$ cat config.mk
export PLATFORM = sky130hd
export DESIGN_NAME = addr_gap_histogram
export DESIGN_NICKNAME = d
export VERILOG_FILES = /design/src/rtl/drv_mon_pkg.sv /design/src/rtl/drv_mon_sat_cnt.sv /design/src/rtl/addr_gap_histogram.sv
export SDC_FILE = /design/constraint.sdc
export NUM_CORES = 2
export LEC_CHECK = 0
export CAP_MARGIN = 20
export CORE_MARGIN = 5
export CORE_UTILIZATION = 60
export DETAILED_ROUTE_END_ITERATION = 6
export PLACE_DENSITY = 0.91
export SLEW_MARGIN = 10
export SYNTH_ARGS = -nofsm -noshare
export SYNTH_HDL_FRONTEND = slang
export SYNTH_SLANG_ARGS = --single-unit
$ cat constraint.sdc
create_clock -name clk -period 3.1 [get_ports clk]
set_clock_uncertainty 0.1 [all_clocks]
set_input_delay 0.465 -clock clk [delete_from_list [all_inputs] [get_ports clk]]
set_output_delay 0.465 -clock clk [all_outputs]
set_load 0.01 [all_outputs]
$ cat src/rtl/drv_mon_pkg.sv
// Shared constants and helpers for the driver-path monitors.
package drv_mon_pkg;

  localparam int unsigned DEF_NUM_BINS  = 16;
  localparam int unsigned DEF_BIN_SHIFT = 3;
  localparam int unsigned DEF_CNT_W     = 16;
  localparam int unsigned DEF_GAP_W     = 32;

  // All-ones pattern of width w (w up to 64), zero-extended to 64 bits.
  function automatic logic [63:0] all_ones(input int unsigned w);
    logic [63:0] r;
    if (w >= 32'd64) begin
      r = 64'hFFFF_FFFF_FFFF_FFFF;
    end else begin
      r = (64'd1 << w) - 64'd1;
    end
    return r;
  endfunction

  // Saturating increment of a w-bit value carried in 64 bits; holds at all-ones.
  function automatic logic [63:0] sat_inc(input logic [63:0] v, input int unsigned w);
    logic [63:0] r;
    if (v == all_ones(w)) begin
      r = v;
    end else begin
      r = v + 64'd1;
    end
    return r;
  endfunction

endpackage

$ cat src/rtl/drv_mon_sat_cnt.sv
// Width-generic saturating counter with clear (priority) and increment.
module drv_mon_sat_cnt
  import drv_mon_pkg::*;
#(
  parameter int unsigned W = 16
) (
  input  logic         clk,
  input  logic         reset,
  input  logic         clr,
  input  logic         inc,
  output logic [W-1:0] cnt,
  output logic         sat
);

  logic [W-1:0] cnt_q;
  logic [W-1:0] cnt_d;

  // Next count: clear wins, then saturating increment, else hold.
  always_comb begin
    cnt_d = cnt_q;
    if (clr) begin
      cnt_d = '0;
    end else if (inc) begin
      cnt_d = W'(sat_inc(64'(cnt_q), W));
    end else begin
      cnt_d = cnt_q;
    end
  end

  // Count register with synchronous active-low reset.
  always_ff @(posedge clk) begin
    if (!reset) begin
      cnt_q <= '0;
    end else begin
      cnt_q <= cnt_d;
    end
  end

  assign cnt = cnt_q;
  assign sat = (cnt_q == W'(all_ones(W)));

endmodule

$ cat src/rtl/addr_gap_histogram.sv
// Inter-arrival gap histogram with min/max/total statistics and a snapshot bank.
module addr_gap_histogram
  import drv_mon_pkg::*;
#(
  parameter int unsigned NUM_BINS  = DEF_NUM_BINS,
  parameter int unsigned BIN_SHIFT = DEF_BIN_SHIFT,
  parameter int unsigned CNT_W     = DEF_CNT_W,
  parameter int unsigned GAP_W     = DEF_GAP_W
) (
  input  logic             clk,
  input  logic             reset,
  input  logic             en,
  input  logic             evt,
  input  logic             clr,
  input  logic             snap,
  input  logic [7:0]       rd_sel,
  output logic [CNT_W-1:0] rd_data,
  output logic [GAP_W-1:0] gap_cur,
  output logic [GAP_W-1:0] gap_min,
  output logic [GAP_W-1:0] gap_max,
  output logic [31:0]      evt_total,
  output logic             sat_any
);

  localparam int unsigned IDX_W = (NUM_BINS > 1) ? $clog2(NUM_BINS) : 1;
  localparam logic [GAP_W-1:0] GAP_ONES = GAP_W'(all_ones(GAP_W));

  logic [GAP_W-1:0] gap_cur_q, gap_cur_d;
  logic [GAP_W-1:0] gap_min_q, gap_min_d;
  logic [GAP_W-1:0] gap_max_q, gap_max_d;
  logic             have_prev_q, have_prev_d;
  logic             sat_any_q, sat_any_d;
  logic [CNT_W-1:0] rd_data_q, rd_data_d;
  logic [CNT_W-1:0] shadow_q [NUM_BINS];
  logic [CNT_W-1:0] shadow_d [NUM_BINS];

  logic [CNT_W-1:0]    bin_cnt [NUM_BINS];
  logic [NUM_BINS-1:0] bin_sat;
  logic                tot_sat;
  logic                bin_evt;
  logic [GAP_W-1:0]    idx_full;
  logic [IDX_W-1:0]    idx;

  // A gap is binned only when enabled, referenced, and not being cleared.
  assign bin_evt = evt & en & have_prev_q & ~clr;

  // Bin index: gap scaled by the bin width, clamped into the overflow bin.
  always_comb begin
    idx_full = gap_cur_q >> BIN_SHIFT;
    if (idx_full >= GAP_W'(NUM_BINS - 1)) begin
      idx = IDX_W'(NUM_BINS - 1);
    end else begin
      idx = IDX_W'(idx_full);
    end
  end

  for (genvar i = 0; i < NUM_BINS; i++) begin : g_bin
    drv_mon_sat_cnt #(.W(CNT_W)) u_bin (
      .clk   (clk),
      .reset (reset),
      .clr   (clr),
      .inc   (bin_evt && (idx == IDX_W'(i))),
      .cnt   (bin_cnt[i]),
      .sat   (bin_sat[i])
    );
  end

  drv_mon_sat_cnt #(.W(32)) u_total (
    .clk   (clk),
    .reset (reset),
    .clr   (clr),
    .inc   (bin_evt),
    .cnt   (evt_total),
    .sat   (tot_sat)
  );

  // Live gap counter, reference flag, min/max and sticky saturation flag.
  always_comb begin
    gap_cur_d   = gap_cur_q;
    have_prev_d = have_prev_q;
    gap_min_d   = gap_min_q;
    gap_max_d   = gap_max_q;
    sat_any_d   = sat_any_q;
    if (evt) begin
      gap_cur_d = GAP_W'(1);
    end else if (clr) begin
      gap_cur_d = '0;
    end else begin
      gap_cur_d = GAP_W'(sat_inc(64'(gap_cur_q), GAP_W));
    end
    if (clr) begin
      have_prev_d = 1'b0;
      gap_min_d   = GAP_ONES;
      gap_max_d   = '0;
      sat_any_d   = 1'b0;
    end else begin
      have_prev_d = have_prev_q | evt;
      sat_any_d   = sat_any_q | (|bin_sat) | tot_sat;
      if (bin_evt) begin
        if (gap_cur_q < gap_min_q) begin
          gap_min_d = gap_cur_q;
        end else begin
          gap_min_d = gap_min_q;
        end
        if (gap_cur_q > gap_max_q) begin
          gap_max_d = gap_cur_q;
        end else begin
          gap_max_d = gap_max_q;
        end
      end else begin
        gap_min_d = gap_min_q;
        gap_max_d = gap_max_q;
      end
    end
  end

  // Shadow bank captures pre-update live bins; clr does not touch it.
  always_comb begin
    shadow_d = shadow_q;
    if (snap) begin
      shadow_d = bin_cnt;
    end else begin
      shadow_d = shadow_q;
    end
  end

  // Shadow readout mux; selects past the last bin read as zero.
  always_comb begin
    rd_data_d = '0;
    if ({1'b0, rd_sel} < 9'(NUM_BINS)) begin
      rd_data_d = shadow_q[rd_sel[IDX_W-1:0]];
    end else begin
      rd_data_d = '0;
    end
  end

  // State registers with synchronous active-low reset.
  always_ff @(posedge clk) begin
    if (!reset) begin
      gap_cur_q   <= '0;
      gap_min_q   <= GAP_ONES;
      gap_max_q   <= '0;
      have_prev_q <= 1'b0;
      sat_any_q   <= 1'b0;
      rd_data_q   <= '0;
      for (int i = 0; i < NUM_BINS; i++) begin
        shadow_q[i] <= '0;
      end
    end else begin
      gap_cur_q   <= gap_cur_d;
      gap_min_q   <= gap_min_d;
      gap_max_q   <= gap_max_d;
      have_prev_q <= have_prev_d;
      sat_any_q   <= sat_any_d;
      rd_data_q   <= rd_data_d;
      shadow_q    <= shadow_d;
    end
  end

  assign rd_data = rd_data_q;
  assign gap_cur = gap_cur_q;
  assign gap_min = gap_min_q;
  assign gap_max = gap_max_q;
  assign sat_any = sat_any_q;

endmodule

==> insert_results.sql <==
INSERT INTO impl_metrics (metric_group, metric, value, unit) VALUES
('finish', 'drive_above_1_share', '0.107', ''),
('worst_setup_path', 'path_cells', 'and4_1 > nand4_1 > or4_1 > nand3_1 > xor2_1 > nor2_1', ''),
('sta', 'period_share', '0.950', ''),
('worst_setup_path', 'timing.reg2reg.worst_path_depth', '6', ''),
('global_route', 'globalRoute.totalOverflow', '0', ''),
('finish', 'final_cell_count_no_fill', '4189', ''),
('sta', 'timing.final.hold_violations', '0', ''),
('global_route', 'grt_antenna_before_repair', '6', ''),
('yosys', 'synth_flop_cell', 'dfxtp_1', ''),
('power_and_ir_drop', 'power.combinational.fraction', '0.033', ''),
('worst_setup_path', 'cp.buffers_inverters', '0', ''),
('floorplanning', 'die-height', '239', 'um'),
('global_route', 'grt.total_usage', '0.307', ''),
('drt', 'totalWireLength', '90200', 'um'),
('power_and_ir_drop', 'p_int', '13500', 'uW'),
('sta', 'final-max-slew-violation-count', '0', ''),
('sta', 'final_critical_path_setup_slack', '154', 'ps'),
('yosys', 'synth_enable_flop_cells', '0', ''),
('yosys', 'synth_top_cell_by_area', 'dfxtp_1', ''),
('floorplanning', 'core_area', '0.0516', 'sq mm'),
('clock_tree', 'clk_latency_worst_skew_pair', '620', 'ps'),
('drt', 'antenna_left', '0', ''),
('sta', 'fmax', '0.339', 'GHz'),
('yosys', 'async_flop_share', '0', ''),
('floorplanning', 'row_count', '83', ''),
('run', 'max_cap_viol_count', '0', ''),
('sta', 'timing.final.crit_period', '2950', 'ps'),
('drt', 'drt_pass1_iterations', '6', ''),
('drt', 'post_drt_wl_per_cell', '21.5', 'um'),
('worst_hold_path', 'holdCritPathClass', 'in -> reg', ''),
('worst_setup_path', 'cp_max_delay_cell', 'or4_1', ''),
('sta', 'setup-violations-final', '0', ''),
('yosys', 'number_of_instances_in_the_synthesized_netlist', '3286', ''),
('finish', 'final_common_cell', 'dfxtp_1', ''),
('drt', 'post-route-drc-count', '0', ''),
('sta', 'timing_worst_slew_pin_value', '1060', 'ps'),
('clock_tree', 'cts.htree.levels', '3', ''),
('floorplanning', 'floorplan.die_area', '0.0570', 'sq mm'),
('power_and_ir_drop', 'power_leakage', '0.0134', 'uW'),
('worst_setup_path', 'cp_data_arrival_time', '3320', 'ps'),
('power_and_ir_drop', 'power.density_cell_area', '472', 'mW/mm^2'),
('finish', 'syn2layout_area_growth', '16.7', '%'),
('worst_setup_path', 'top_fanout_value_on_the_critical_path', '19', ''),
('placed_design', 'place_worst_setup_slack', '-1.17', 'ps'),
('outcome', 'result_of_the_run', 'finished, final reports clean', ''),
('placed_design', 'dp_hpwl', '60500', 'um'),
('finish', 'final_cell_mix', 'dfxtp_1 (658), mux2i_1 (301), nor2b_1 (281), nor2_1 (261), nand2_1 (204)', ''),
('power_and_ir_drop', 'power.share.clock', '0.478', ''),
('clock_tree', 'worst_setup_hold_path_clk_slew', '60', 'ps'),
('worst_setup_path', 'crit_required', '3470', 'ps'),
('global_route', 'grt_pass1_vias', '26300', ''),
('global_route', 'grt_first_pass_wirelength', '143000', 'um'),
('clock_tree', 'cts_setup_buffers', '0', ''),
('clock_tree', 'tritoncts.num_buffers', '67', ''),
('sta', 'unrepaired_setup_endpoints_after_global_routing', 'no', ''),
('global_route', 'largest_net_degree_at_the_start_of_global_routing', '176', ''),
('power_and_ir_drop', 'sw_frac_of_total', '0.220', ''),
('drt', 'drtIter0Drc', '2791', ''),
('power_and_ir_drop', 'share_of_power_burned_in_registers', '0.489', ''),
('worst_setup_path', 'timing.critical_path.to_type', 'register', ''),
('worst_setup_path', 'type_of_the_worst_setup_path', 'reg -> reg', ''),
('floorplanning', 'initial_utilization', '0.609', ''),
('yosys', 'ys_types', '67', ''),
('yosys', 'postSynthAreaPerCell', '9.56', 'sq um'),
('floorplanning', 'die_w', '239', 'um'),
('worst_setup_path', 'crit_cells', '6', ''),
('yosys', 'syn_area', '0.0314', 'sq mm'),
('yosys', 'post_synth_main_area_contributors', 'dfxtp_1 (42%), mux2i_1 (9.6%), mux4_2 (5.7%)', ''),
('yosys', 'synth_fp_nets', '3381', ''),
('drt', 'detail_route.vias_per_cell', '6.33', ''),
('worst_setup_path', 'max_stage_delay', '910', 'ps');
## kinds of logic (layout without fill, tap and decap cells)
family,after synthesis,after routing,synth area share
AO/OA/AOI/OAI,305,305,0.0613
XOR/XNOR,211,211,0.0588
adder cells (fa/ha/maj),81,81,0.0323
buffers and inverters,293,514,0.0366
flip-flops,658,658,0.419
multiplexers,381,381,0.153
other,0,2,0
AND/OR/NAND/NOR,1357,1357,0.238
## layer usage
layer  vias to the layer above  track usage  part of all wire
met5                         -            0           0.00054
met4                         6        0.164             0.063
met3                       348       0.0733             0.093
met2                      1373        0.502              0.47
met1                     12800        0.376              0.38
li1                      12000            -                 -
## cells in the mapped netlist (8+ instances only)
| cell | instances |
|---|---|
| a31oi_1 | 9 |
| and3_1 | 63 |
| nand4_1 | 125 |
| buf_2 | 10 |
| nand2_1 | 204 |
| nor3_1 | 49 |
| o21ai_0 | 57 |
| xor2_1 | 116 |
| o31ai_1 | 12 |
| a21oi_1 | 104 |
| o211ai_1 | 72 |
| dfxtp_1 | 658 |
| mux2i_1 | 301 |
| or4_1 | 18 |
| or3_1 | 51 |
| a31o_2 | 8 |
| nand2b_1 | 16 |
| nand3_1 | 140 |
| nor4_2 | 14 |
| and4_1 | 38 |
| a21o_1 | 9 |
| mux4_2 | 80 |
| clkbuf_1 | 137 |
| inv_1 | 102 |
| and2_1 | 21 |
| nor2_1 | 261 |
| buf_1 | 40 |
| nor2b_1 | 282 |
| o21a_1 | 9 |
| xnor2_1 | 95 |
| ha_1 | 81 |
| nor4_1 | 38 |
## power by group through the flow
stage	clock [uW]	sequential (uW)	combinational, uW
6_report	8280	8460	570
4_1_cts	8290	8460	562
2_1_floorplan	0	8650	398
5_1_grt	8640	8460	593
3_5_place_dp	0	8650	561
3_3_place_gp	0	8650	555
## worst register-to-register path, stage by stage (launching register included)
cell	delay, ps
dfxtp_1	690
and4_1	400
nand4_1	180
or4_1	910
nand3_1	260
xor2_1	210
nor2_1	60
## flip-flops by register name (all words and copies together) (netlist names)
name and cells:
shadow_q 256, g_bin.u_bin.cnt 256, gap_max 32, gap_cur 32, gap_min 32, sat_any 1
u_total.cnt 32, rd_data 16, have_prev_q 1
## stage by stage
step	util	TNS [ps]	hold slack [ps]	instance area (sq um)
2_1_floorplan	-	0	348	31400
3_3_place_gp	0.667	0	356	34400
3_5_place_dp	0.667	-1.17	365	34400
4_1_cts	0.710	0	138	36600
5_1_grt	0.710	0	147	36600
6_report	0.710	0	168	36600
## cell type report
| cell class | instances | area [sq um] |
|---|---|---|
| flip-flops and latches | 658 | 13200 |
| clock inverters | 28 | 314 |
| fillers | 3332 | 15000 |
| clock buffers | 87 | 1890 |
| inverters | 102 | 383 |
| repair buffers | 297 | 2890 |
| multi-input cells | 2335 | 17100 |
| well taps | 680 | 851 |
| diodes | 2 | 5.00 |
## worst paths after layout
check | start | endpoint | slack, ps
max | gap_cur[24]$_SDFFE_PP0P_ | gap_cur[3]$_SDFFE_PP0P_ | 150
min | reset | shadow_q[3]$_SDFFE_PN0P_ | 170
max reg2reg | gap_cur[24]$_SDFFE_PP0P_ | gap_cur[3]$_SDFFE_PP0P_ | 150
min reg2reg | gap_max[17]$_SDFFE_PP0P_ | gap_max[17]$_SDFFE_PP0P_ | 370
## timing repair
item                       4_1_cts  5_1_grt
hold buffers                     0        0
setup endpoints to repair        0        1
resized for setup                0        1
Power figures use the tool's default switching activity.
